### src/rtl/trace_stim_gen.sv
// Stimulus sequencer for the N-COBS encoder CSR port: it replays a loadable sample
// table in bursts, started either periodically or by a one-shot trigger, and honours stall backpressure.
module trace_stim_gen #(
    parameter int DATA_W        = 32,
    parameter int NUM_SAMPLES   = 4,
    parameter int BURST_LEN     = 8,
    parameter int PREEMPT_AT    = 7,
    parameter int PERIOD        = 2**25,
    parameter int LEVEL_W       = 2,
    parameter int IDLE_LEVEL    = 2,
    parameter int ACTIVE_LEVEL  = 1,
    parameter int PREEMPT_LEVEL = 0,
    localparam int IDX_W        = (NUM_SAMPLES > 1) ? $clog2(NUM_SAMPLES) : 1
) (
    input  logic               clk_i,
    input  logic               reset_i,
    input  logic               periodic_i,
    input  logic               start_i,
    input  logic               stall_i,
    input  logic               tbl_we_i,
    input  logic [IDX_W-1:0]   tbl_addr_i,
    input  logic [DATA_W-1:0]  tbl_wdata_i,
    output logic               csr_enable,
    output logic [DATA_W-1:0]  rs1_data,
    output logic [LEVEL_W-1:0] level,
    output logic               busy_o,
    output logic               done_o,
    output logic               led_o
);
    localparam int CNT_W  = (PERIOD > 1) ? $clog2(PERIOD) : 1;
    localparam int BEAT_W = $clog2(BURST_LEN + 1);
    localparam bit PRE_EN = (PREEMPT_AT < BURST_LEN);
    localparam logic [BEAT_W-1:0]  PRE_BEAT  = BEAT_W'(PREEMPT_AT);
    localparam logic [BEAT_W-1:0]  LAST_BEAT = BEAT_W'(BURST_LEN);
    localparam logic [CNT_W-1:0]   CNT_LAST  = CNT_W'(PERIOD - 1);
    localparam logic [IDX_W-1:0]   IDX_LAST  = IDX_W'(NUM_SAMPLES - 1);
    localparam logic [LEVEL_W-1:0] LV_IDLE   = LEVEL_W'(IDLE_LEVEL);
    localparam logic [LEVEL_W-1:0] LV_ACT    = LEVEL_W'(ACTIVE_LEVEL);
    localparam logic [LEVEL_W-1:0] LV_PRE    = LEVEL_W'(PREEMPT_LEVEL);

    typedef enum logic [1:0] {IDLE, BURST, DONE} state_t;

    state_t state, state_n;
    logic [CNT_W-1:0]   cnt, cnt_n;
    logic [BEAT_W-1:0]  beat, beat_n, issue_beat;
    logic [IDX_W-1:0]   idx, idx_n, issue_idx;
    logic               issue, trigger;
    logic               csr_n, busy_n, done_n, led_n;
    logic [DATA_W-1:0]  data_n;
    logic [LEVEL_W-1:0] level_n;
    logic [DATA_W-1:0]  tbl [NUM_SAMPLES];

    assign trigger = periodic_i ? (cnt == CNT_LAST) : start_i;

    always_ff @(posedge clk_i or posedge reset_i) begin
        if (reset_i) begin
            state      <= IDLE;
            cnt        <= '0;
            beat       <= '0;
            idx        <= '0;
            csr_enable <= 1'b0;
            rs1_data   <= '0;
            level      <= LV_IDLE;
            busy_o     <= 1'b0;
            done_o     <= 1'b0;
            led_o      <= 1'b0;
        end else begin
            state      <= state_n;
            cnt        <= cnt_n;
            beat       <= beat_n;
            idx        <= idx_n;
            csr_enable <= csr_n;
            rs1_data   <= data_n;
            level      <= level_n;
            busy_o     <= busy_n;
            done_o     <= done_n;
            led_o      <= led_n;
        end
    end

    // The table is read combinationally below, so a same-cycle write is seen only by later beats.
    always_ff @(posedge clk_i or posedge reset_i) begin
        if (reset_i) begin
            for (int i = 0; i < NUM_SAMPLES; i++) tbl[i] <= '0;
        end else if (tbl_we_i && (int'(tbl_addr_i) < NUM_SAMPLES)) begin
            tbl[tbl_addr_i] <= tbl_wdata_i;
        end
    end

    always_comb begin
        state_n    = state;
        cnt_n      = cnt;
        beat_n     = beat;
        idx_n      = idx;
        csr_n      = 1'b0;
        data_n     = rs1_data;
        level_n    = level;
        busy_n     = busy_o;
        done_n     = 1'b0;
        led_n      = led_o;
        issue      = 1'b0;
        issue_beat = beat;
        issue_idx  = idx;
        case (state)
            IDLE: begin
                level_n = LV_IDLE;
                busy_n  = 1'b0;
                cnt_n   = periodic_i ? cnt + CNT_W'(1) : '0;
                if (trigger) begin
                    // Beat 0 is issued on the trigger edge so it shows up the very next cycle.
                    state_n    = BURST;
                    cnt_n      = '0;
                    led_n      = ~led_o;
                    busy_n     = 1'b1;
                    beat_n     = '0;
                    idx_n      = '0;
                    issue      = ~stall_i;
                    issue_beat = '0;
                    issue_idx  = '0;
                end
            end
            BURST: begin
                busy_n = 1'b1;
                if (beat == LAST_BEAT) begin
                    state_n = DONE;
                    done_n  = 1'b1;
                    level_n = LV_ACT;
                end else begin
                    issue = ~stall_i;
                end
            end
            DONE: begin
                state_n = IDLE;
                busy_n  = 1'b0;
                level_n = LV_IDLE;
                cnt_n   = '0;
            end
            default: state_n = IDLE;
        endcase
        if (issue) begin
            csr_n   = 1'b1;
            data_n  = tbl[issue_idx];
            level_n = (PRE_EN && issue_beat == PRE_BEAT) ? LV_PRE : LV_ACT;
            beat_n  = issue_beat + BEAT_W'(1);
            idx_n   = (issue_idx == IDX_LAST) ? '0 : issue_idx + IDX_W'(1);
        end
    end
endmodule
### config.mk
export PLATFORM = sky130hd
export DESIGN_NAME = trace_stim_gen
export DESIGN_NICKNAME = d
export VERILOG_FILES = /design/src/rtl/trace_stim_gen.sv
export SDC_FILE = /design/constraint.sdc
export NUM_CORES = 1
export LEC_CHECK = 0
export BUFFER_PORTS_ARGS = -buffer_cell sky130_fd_sc_hd__buf_2
export CORE_MARGIN = 3
export CORE_UTILIZATION = 25
export DETAILED_ROUTE_END_ITERATION = 12
export PLACE_DENSITY = 0.52
export SYNTH_ARGS = -nofsm -noshare
export SYNTH_HDL_FRONTEND = slang
export SYNTH_SLANG_ARGS = --single-unit
### constraint.sdc
create_clock -name clk_i -period 7.9 [get_ports clk_i]
set_clock_uncertainty 0.2 [all_clocks]
set_input_delay 0.79 -clock clk_i [delete_from_list [all_inputs] [get_ports clk_i]]
set_output_delay 0.79 -clock clk_i [all_outputs]
set_load 0.02 [all_outputs]
# After elaboration in Yosys (flattened, before gate mapping)
# Cells that the tools add are included.
op_classes:
  eq_ne: 9
  reduce_logical: 9
  mux: 32
  order_cmp: 3
  add_sub_neg: 3
  bitwise: 4
ops:
  columns: ["op", "n"]
  rows:
  - ["bitwise mux 128 bit", 1]
  - ["2-to-1 mux 32 bit", 3]
  - ["binary-select mux 32 bit (select 2 bit)", 1]
  - ["demux 32 bit (select 2 bit)", 1]
  - ["2-to-1 mux 25 bit", 2]
  - ["case mux 25 bit (2 select lines)", 1]
  - ["adder 25 x 1 -> 25 bit, second input constant", 1]
  - ["== test 25 bit, second input constant", 1]
  - ["2-to-1 mux 2 bit", 8]
  - ["2-to-1 mux 4 bit", 3]
  - ["2-to-1 mux 1 bit", 8]
  - ["case mux 2 bit (2 select lines)", 2]
  - [">= comparator 3 bit, second input constant", 2]
  - ["NOT 2 -> 3 bit", 2]
  - ["AND reduction 2 bit", 3]
  - ["nonzero test 3 bit", 2]
  - ["adder 4 x 1 -> 4 bit, second input constant", 1]
  - ["== test 2 bit, second input constant", 2]
  - ["== test 4 x 3 -> 1 bit, second input constant", 1]
  - ["== test 4 bit, second input constant", 1]
  - ["!= test 2 bit, second input constant", 2]
  - ["< comparator 3 x 1 -> 1 bit, second input constant", 1]
  - ["!= test 3 bit, second input constant", 1]
  - ["case mux 1 bit (3 select lines)", 1]
  - ["other kinds (8)", 9]
word_totals:
  out_inout_bits: 38
  in_bits: 40
  regBits: 199

# Logic depth before layout (Yosys ltp)
logic_depth:
  depth_word: 8
  mapped_depth: 10
  depth_no_buf: 10

# Worst setup path before layout
# OpenSTA, ideal clock, no wires.
synth_path:
  path_type: "in2reg"
  from: "input start_i"
  to: "register level[0]"
  cell_stages: 7
  t_arrival_ns: 2.224
  path_slack_ns: 5.350
  setup_ns: 0.126
  n_path_buf: 0
  path_cell_list: "nor2b_1 -> and2_1 -> a21oi_1 -> and2_1 -> ha_1 -> nand4b_1 -> a221o_1"
synth_between:
  elab_chain_len: 6
  elab_cells_between_ends: 11
  cone_classes: "eq/ne: 2; mux: 7; reduce/logical: 2"
synth_lines:
  columns: ["element", "line_no", "rtl"]
  rows:
  - ["start: declaration", "18", "input logic start_i,"]
  - ["2-to-1 mux 1 bit *", "53", "assign trigger = periodic_i ? (cnt == CNT_LAST) : start_i;"]
  - ["2-to-1 mux 4 bit", "109", "if (trigger) begin"]
  - ["2-to-1 mux 4 bit", "104", "case (state)"]
  - ["== test 4 x 3 -> 1 bit", "143", "level_n = (PRE_EN && issue_beat == PRE_BEAT) ? LV_PRE : LV_ACT;"]
  - ["2-to-1 mux 1 bit", "143", null]
  - ["2-to-1 mux 2 bit", "140", "if (issue) begin"]
  - ["end signal: assignment", "74", "level <= level_n;"]
  - ["end: declaration", "25", "output logic [LEVEL_W-1:0] level,"]
# Mark *: on every way between the ends. The rest lies on a longest branch, timed or not.
# A chain may end at the register's enable or synchronous reset.

# Worst setup path after layout
layout_path:
  from: "register state[1]"
  to: "register rs1_data[11]"
layout_between:
  elab_chain_len: 6
  elab_cells_between_ends: 8
  cone_classes: "eq/ne: 1; mux: 5; bitwise: 1; reduce/logical: 1"
layout_lines:
  columns: ["element", "line_no", "rtl"]
  rows:
  - ["start: declaration", "43", "state_t state, state_n;"]
  - ["start signal: assignment", "68", "state <= state_n;"]
  - ["logical NOT 2 bit", "104", null]
  - ["2-to-1 mux 2 bit", "104", null]
  - ["NOT 2 -> 3 bit (implied by the code)", "142", "data_n = tbl[issue_idx];"]
  - ["binary-select mux 32 bit (select 2 bit)", "142", null]
  - ["2-to-1 mux 32 bit (implied by the code) (2 in series)", "142", null]
  - ["end signal: assignment", "73", "rs1_data <= data_n;"]
  - ["end: declaration", "24", "output logic [DATA_W-1:0] rs1_data,"]
# Several ways; a longest one is shown, not always the timed one. The select of a mux whose other input is x is not followed.

==> reports/results.ini <==
[cts]
h-tree-depth = 4
cts.sinks = 199
cts_tree = yes
clock_path_buffers = 2
clk_pin_slew_ps = 80
cts_buffers = 17
ctsHoldBuffers = 0
post_cts_resize_count = 0
clk_latency_ps = 430
cts_setup_buffers = 0
root_buffer = clkbuf_16

[global_routing]
first_global_vias = 6530
antenna_found_initial = 2
grt_use_total = 0.1206
grt_max_degree = 125
grt_pass1_wl_um = 37760
overflow = 0

[timing]
setup_tns_ps = 0
hold_violations = 0
fmax_mhz = 340.1
tightestPinTransition_ps = 1068
slew_viol_final = 0
period_share = 0.3721
rsz0062_at_grt = no
maxSlewHeadroom = 0.2857
fin_crit_ps = 2940
setup_viol = 0

[route]
dr.pass1.iters = 5
ant_nets = 0
num_vias = 6448
drt-vias-per-instance = 4.826
wl_per_cell_um = 17.95
drt_wl_total_um = 23980
drt_iter0_drc = 500
drc = 0

[finish]
syn_to_final_growth_pct = 15.01
final_nets = 900
layout-drive-gt1-share = 0.3057
final_area_sq_um = 10800

[setup_path]
end_kind = flip-flop
arrival_ps = 3080
start_kind = flip-flop
worstPathMaxFanout = 66
cp.required_ps = 8040
r2r_cells = 8
r2r_slack_ps = 4960
crit_end = rs1_data[11]
r2r-end = rs1_data[11]
crit_type = flip-flop to flip-flop
startpoint = state[1]
regToRegStartpoint = state[1]

[placed_design]
port-buffer-count = 77
place.gp.congestion = 0.7638
dpl_cell_area_sq_um = 10180
post-dp-hpwl_um = 13670

[die]
fp.dieW_um = 199.8
dieArea_sq_um = 39930
fp.dieH_um = 199.8
initial_utilization = 0.2553
row_count = 70
coreArea_sq_um = 36790
boundaryPins = 78

[power_and_ir_drop]
powerDensity_nw_per_um2 = 325.1
leakagePower_nw = 4.590
power.total_mw = 3.512
vdd_ir_drop_max_mv = 0.1504

[synthesis]
ys_seq_area_frac = 0.5304
yosys-top-cells-count = 198 x dfrtp_1, 129 x mux2_2, 75 x a21oi_1
synth_nets = 852
syn_avg_cell_area_sq_um = 11.65
ys.flop_type = dfrtp_1
synth_edf_count = 0
synth_cell_types = 55
synth-seq-cells = 199
synth_top_area_cell = dfrtp_1
syn_inst = 806
netlist_area_sq_um = 9392
yosysWarnings = 0
async_flop_share = 1.000
synth_top_area_frac = 0.5276
yosysMostFrequentCell = dfrtp_1
synth_area_leaders = dfrtp_1 53%, mux2_2 15%, a21oi_1 4.0%, mux2i_1 3.5%, a2bb2oi_1 3.0%

[run]
maxCapViolCount = 0

[hold_path]
min_path_type = input pin to asynchronous set/reset pin

[run_status]
status = complete, no violations

-- cells in the final DEF (no fill, tap or decap), types with 7 or more instances in the layout --
master     Yosys  final
a21oi_1       75     75
a2bb2oi_1     32     32
a31oi_1       12     12
and2_1         7      7
buf_2         10     77
buf_4          2     12
clkbuf_16      0     17
dfrtp_1      198    196
inv_1         10      9
mux2_2       129    129
mux2i_1       33     33
nand2_1       30     30
nand3_1       15     14
nor2_1        42     42
o21ai_0       47     47
o31ai_1       35     35
-- worst min-delay path by stage --
stage,startpoint,to,slack [ps],cells after the start
2_1_floorplan,cnt[8],cnt[8],240,1
3_3_place_gp,cnt[10],cnt[10],280,1
3_5_place_dp,cnt[8],cnt[8],270,1
4_1_cts,cnt[8],cnt[8],290,1
5_1_grt,cnt[8],cnt[8],300,1
6_report,reset_i,cnt[18],290,2
-- area by class of cell --
class	instances	area, sq um
Antenna cell	1	2.502
Tap cell	468	585.6
Multi-Input combinational cell	537	4088
Fill cell	3808	25980
Clock inverter	15	196.4
Clock buffer	17	425.4
Timing Repair Buffer	89	475.5
Sequential cell	199	4984
Inverter	10	45.04
-- where the power goes --
part           total, mW  switching [mW]  internal (mW)
logic               1.21           0.731          0.483
clock network      0.913           0.451          0.462
registers           1.39           0.133           1.25
-- critical path, stage by stage (launching register included) --
cell and delay [ps]:
dfrtp_1 400, inv_1 120, ha_1 280, inv_1 160, nor4_4 440, a21o_2 190, buf_4 620, nor2_1 140
o31ai_1 250
-- logic make-up after synthesis --
group,share of synthesized area
mux,0.1898
flops,0.5304
fa+ha+maj,0.007993
compound gates,0.1520
xor+xnor,0.006528
simple gates,0.07674
buf+inv,0.03651
-- state kept, by name, indices dropped and copies added, names as in the netlist --
name	cells
done_o	1
rs1_data	32
busy_o	1
state	2
cnt	25
beat	4
led_o	1
level	2
tbl	128
csr_enable	1
idx	2
-- through the flow --
stage	setup slack [ps]	hold WS, ps	instances	utilization
after floorplan	1486	244.6	806	-
after global placement	4991	278.1	1303	0.2767
after detailed placement	4900	272.4	1303	0.2767
after CTS	4951	291.5	1335	0.2936
after global routing	4711	300.8	1335	0.2936
final	4960	288.2	1336	0.2936
-- per-layer routing --
layer | part of all wire | routed length, um | GRT usage
met1 | 0.49 | 11670 | 0.1681
met2 | 0.47 | 11280 | 0.1940
met3 | 0.036 | 856 | 0.02585
met4 | 0.0064 | 153 | 0.02688
met5 | 0.00092 | 22 | 0
(Power assumes the default switching activity.)
